[config.mk]
export PLATFORM = sky130hd
export DESIGN_NAME = uart_tx_queue
export DESIGN_NICKNAME = d
export VERILOG_FILES = /design/src/rtl/uart_tx_queue.sv
export SDC_FILE = /design/constraint.sdc
export NUM_CORES = 1
export LEC_CHECK = 0
export BUFFER_PORTS_ARGS = -buffer_cell sky130_fd_sc_hd__buf_2
export CAP_MARGIN = 5
export CORE_ASPECT_RATIO = 1.4
export CORE_UTILIZATION = 35
export DETAILED_ROUTE_END_ITERATION = 10
export SLEW_MARGIN = 40
export SYNTH_ARGS = -nofsm -noshare
export SYNTH_HDL_FRONTEND = slang
export SYNTH_SLANG_ARGS = --single-unit
[constraint.sdc]
create_clock -name clk -period 3.5 [get_ports clk]
set_clock_uncertainty 0.05 [all_clocks]
set_input_delay 0.175 -clock clk [delete_from_list [all_inputs] [get_ports clk]]
set_output_delay 0.175 -clock clk [all_outputs]
set_load 0.05 [all_outputs]
[src/rtl/uart_tx_queue.sv]
// uart_tx_queue: byte FIFO feeding a UART transmitter through a start/ack/done dispatch FSM
module uart_tx_queue #(
  parameter int DEPTH = 16,
  parameter int AW = 4
) (
  input  logic          clk,
  input  logic          rst,
  input  logic          wr_en,
  input  logic [7:0]    wr_data,
  output logic          full,
  output logic          empty,
  output logic [AW:0]   count,
  output logic          overflow,
  input  logic          tx_busy,
  output logic [7:0]    tx_data,
  output logic          tx_start
);
  localparam logic [1:0] IDLE = 2'd0, START = 2'd1, WAIT_ACK = 2'd2, WAIT_DONE = 2'd3;
  localparam logic [AW:0] FULL_CNT = (AW+1)'(DEPTH);
  logic [7:0] mem [DEPTH];
  logic [AW-1:0] wr_ptr, rd_ptr;
  logic [1:0] state, state_nx;
  logic [3:0] tmo;
  logic wr_ok, pop;
  logic [AW:0] count_nx;
  assign wr_ok = wr_en && !full;
  assign pop = state == IDLE && !empty && !tx_busy;
  assign count_nx = count + {{AW{1'b0}}, wr_ok} - {{AW{1'b0}}, pop};
  assign tx_start = state == START;
  // tmo==15 on the 16th idle WAIT_ACK cycle, so retries recur every 17 cycles
  always_comb
    state_nx = state == IDLE     ? (pop ? START : IDLE) :
               state == START    ? WAIT_ACK :
               state == WAIT_ACK ? (tx_busy ? WAIT_DONE : (tmo == 4'd15 ? START : WAIT_ACK)) :
                                   (tx_busy ? WAIT_DONE : IDLE);
  always_ff @(posedge clk)
    if (wr_ok) mem[wr_ptr] <= wr_data;
  always_ff @(posedge clk) begin
    if (rst) begin
      wr_ptr   <= '0;
      rd_ptr   <= '0;
      count    <= '0;
      full     <= 1'b0;
      empty    <= 1'b1;
      overflow <= 1'b0;
      tx_data  <= 8'h00;
      state    <= IDLE;
      tmo      <= 4'd0;
    end else begin
      if (wr_ok) wr_ptr <= wr_ptr + 1'b1;
      if (pop) begin
        rd_ptr  <= rd_ptr + 1'b1;
        tx_data <= mem[rd_ptr];
      end
      if (wr_en && full) overflow <= 1'b1;
      count <= count_nx;
      full  <= count_nx == FULL_CNT;
      empty <= count_nx == '0;
      tmo   <= state == WAIT_ACK ? tmo + 4'd1 : 4'd0;
      state <= state_nx;
    end
  end
endmodule
==> run metrics <==
Post-Synthesis Cells 351; sequential share of the synthesized area 69.0%; most frequent cells in the layout 128 x edfxtp_1, 28 x dfxtp_1, 28 x buf_2, 24 x mux4_2, 17 x clkbuf_16; fillers 1,643; post-layout util 41.5%; Area contributors post-synth edfxtp_1 60%, dfxtp_1 9.3%, mux4_2 8.4%; Met2 Wirelength 6710 µm; hold_sp wr_data[7]; HP Class input port to flop; Overall Global Routing Usage 14.0%; initial drt markers 158; max capacitance violation total 0; Nets 416; Cell Area, Synth 6440 µm²; Fmax achieved 313 MHz; Final period util 91.2%; GRT overflow 0; Yosys cell types 44; H-tree depth 4; FP Rows 58; Initial Util 35.8%; Residual DRC 0; Mapped Nets 375; Pins Over Slew Limit 0; Synth top area share 59.7%; CP arrival 3.43 ns; WL per Instance 18.6 µm; final setup fails 0; Pwr Density 705 nW/µm²; Root Driver clkbuf_16; Post-Syn Area per Cell 18.4 µm²; # port buffers 28; Seq cells post-synth 158; Fin Setup TNS 0 ns; Die Wd 117 µm; vias in the first global route 3,424; fraction of layout cells with a size suffix above 1 32.6%; Area Growth Syn to Fin 16.0%; hold depth 1; critical setup path kind input port to flop; DRT antenna net count 0; required time of the critical path 3.74 ns; LEAKAGE 0.00247 µW; Worst setup SP type input port; via count 3,146; CTS tree yes; largest net degree at the start of global routing 29; first-pass GRT wire length 18,800 µm; crit-path cells dlygate4sd3_1 -> buf_2 -> or3_1 -> or2_1 -> inv_4 -> ha_1 -> inv_1 -> ha_1 -> inv_1 -> fa_1 -> xnor2_1 -> or3b_2 -> a2111oi_0; reg2reg setup slack 0.39 ns; Worst Path Max Fanout 6; most common cell after layout, fill and taps aside edfxtp_1; clk buf depth 2; run status completed; Worst Hold Margin 0.0878 ns; Worst Setup End Kind flop; WL met1 4650 µm; detailed route wirelength on metal3 403 µm; Hold EP mem[14][7]$_DFFE_PP_; Warnings, synthesis 0; Post-CTS Resized 0; RSZ-0062 raised after global routing no; r2r endpoint full$_SDFF_PP0_; Num CTS Buffers 17; initial antenna violation count 0; uppermost layer routed met4; Clock Latency Late Sink 0.42 ns; Fin. Hold Viols 0; Core Area 18,000 µm²; total die area 19,000 µm²; hpwl dp 8030 µm; worst flop-to-flop path startpoint state[1]$_SDFF_PP0_; I/O pins 29; total wire length 12,000 µm; worst-case vdd ir drop 0.395 mV; Worst Tran Pin Value 0.722 ns; Clock Pin Slew Worst Setup and Hold Paths 0.06 ns; Antenna Cells 0; path depth of the worst reg2reg path 11; Placer Congestion 0.752; slowest CP cell dlygate4sd3_1; area leader, netlist edfxtp_1; post-layout min period 3.19 ns; Die Height 163 µm; relative slew slack 51.5%; CP max stage delay 0.53 ns; CTS sink count 158; First-pass DRT Iterations 4; vias per inst 4.88
## sequential cells by signal (all words and copies together), names as in the netlist
| register | count |
|---|---|
| overflow | 1 |
| tx_data | 8 |
| state | 2 |
| rd_ptr | 4 |
| tmo | 4 |
| empty | 1 |
| count | 5 |
| wr_ptr | 4 |
| mem | 128 |
| full | 1 |
## kinds of logic after synthesis
kind of cell,synth area share [%]
AO/OA/AOI/OAI,4.51
XOR/XNOR,1.63
adder cells (fa/ha/maj),2.45
buffers and inverters,3.71
flip-flops,69.0
multiplexers,14.3
AND/OR/NAND/NOR,4.41
## power breakdown
part | internal (µW) | switching, µW | total (µW) | leakage (µW)
registers | 2150 | 96.0 | 2240 | 0.00140
logic | 415 | 575 | 991 | 0.000751
clock network | 1330 | 705 | 2030 | 0.000312
total | 3890 | 1380 | 5270 | 0.00247
## synthesized netlist by cell type (all sizes together)
library cell	instances
a2111oi	1
nand4	3
mux2	8
inv	11
buf	9
a22oi	8
o21ai	2
a21oi	8
or3b	1
dlymetal6s2s	1
nand2b	3
nor2b	4
nor3	4
xnor2	5
mux4	32
or4	1
and3	1
or3	2
a41o	1
o21a	1
nand3	1
edfxtp	128
and2	1
nor2	28
a31oi	1
nand2	9
ha	11
xor2	7
a21o	1
o22ai	8
nor3b	1
mux2i	8
or2	1
dfxtp	30
clkbuf	9
fa	1
## stage by stage
step / setup WS (ns) / instances / cell area [µm²] / power (µW)
final: 0.309 / 645 / 7470 / 5270
after global routing: 0.198 / 645 / 7470 / 5470
after CTS: 0.311 / 645 / 7470 / 5320
after detailed placement: 0.400 / 611 / 6800 / 3290
after global placement: 0.534 / 611 / 6770 / 3260
after floorplan: 0.411 / 351 / 6440 / 3060
## layer usage
metal / up-vias / global-route usage [%]
met2: 54 / 25.8
met4: 0 / 5.64
met5: - / 0
li1: 1454 / -
met3: 19 / 3.28
met1: 1619 / 15.1
## layout make-up
class	count	area, µm²	area share (%)
clock buffer	19	433	5.79
clock inverter	13	219	2.93
inverter	11	43.8	0.586
multi-input combinational	163	1790	23.9
sequential	158	4450	59.5
tap	240	300	4.02
timing repair buffer	41	243	3.25
## worst max path at each step
| stage | startpoint | to | slack [ns] | cells after the start |
|---|---|---|---|---|
| 2_1_floorplan | empty$_SDFF_PP1_ | full$_SDFF_PP0_ | 0.41 | 12 |
| 3_3_place_gp | state[1]$_SDFF_PP0_ | full$_SDFF_PP0_ | 0.53 | 11 |
| 3_5_place_dp | state[1]$_SDFF_PP0_ | full$_SDFF_PP0_ | 0.40 | 11 |
| 4_1_cts | tx_busy | full$_SDFF_PP0_ | 0.31 | 13 |
| 5_1_grt | tx_busy | full$_SDFF_PP0_ | 0.20 | 13 |
| 6_report | tx_busy | full$_SDFF_PP0_ | 0.31 | 13 |
## critical path: cells and delay by family
| family | cells | cell delay [ns] |
|---|---|---|
| XOR/XNOR | 1 | 0.17 |
| adder cells (fa/ha/maj) | 3 | 0.77 |
| buffers and inverters | 5 | 0.87 |
| AO/OA/AOI/OAI | 1 | 0.32 |
| AND/OR/NAND/NOR | 3 | 1.12 |
## timing repair
action,CTS,global route
setup buffers,0,0
hold buffers,2,0
endpoints found under the hold margin,2,0
Note: power is estimated with default switching activity, not from simulation.
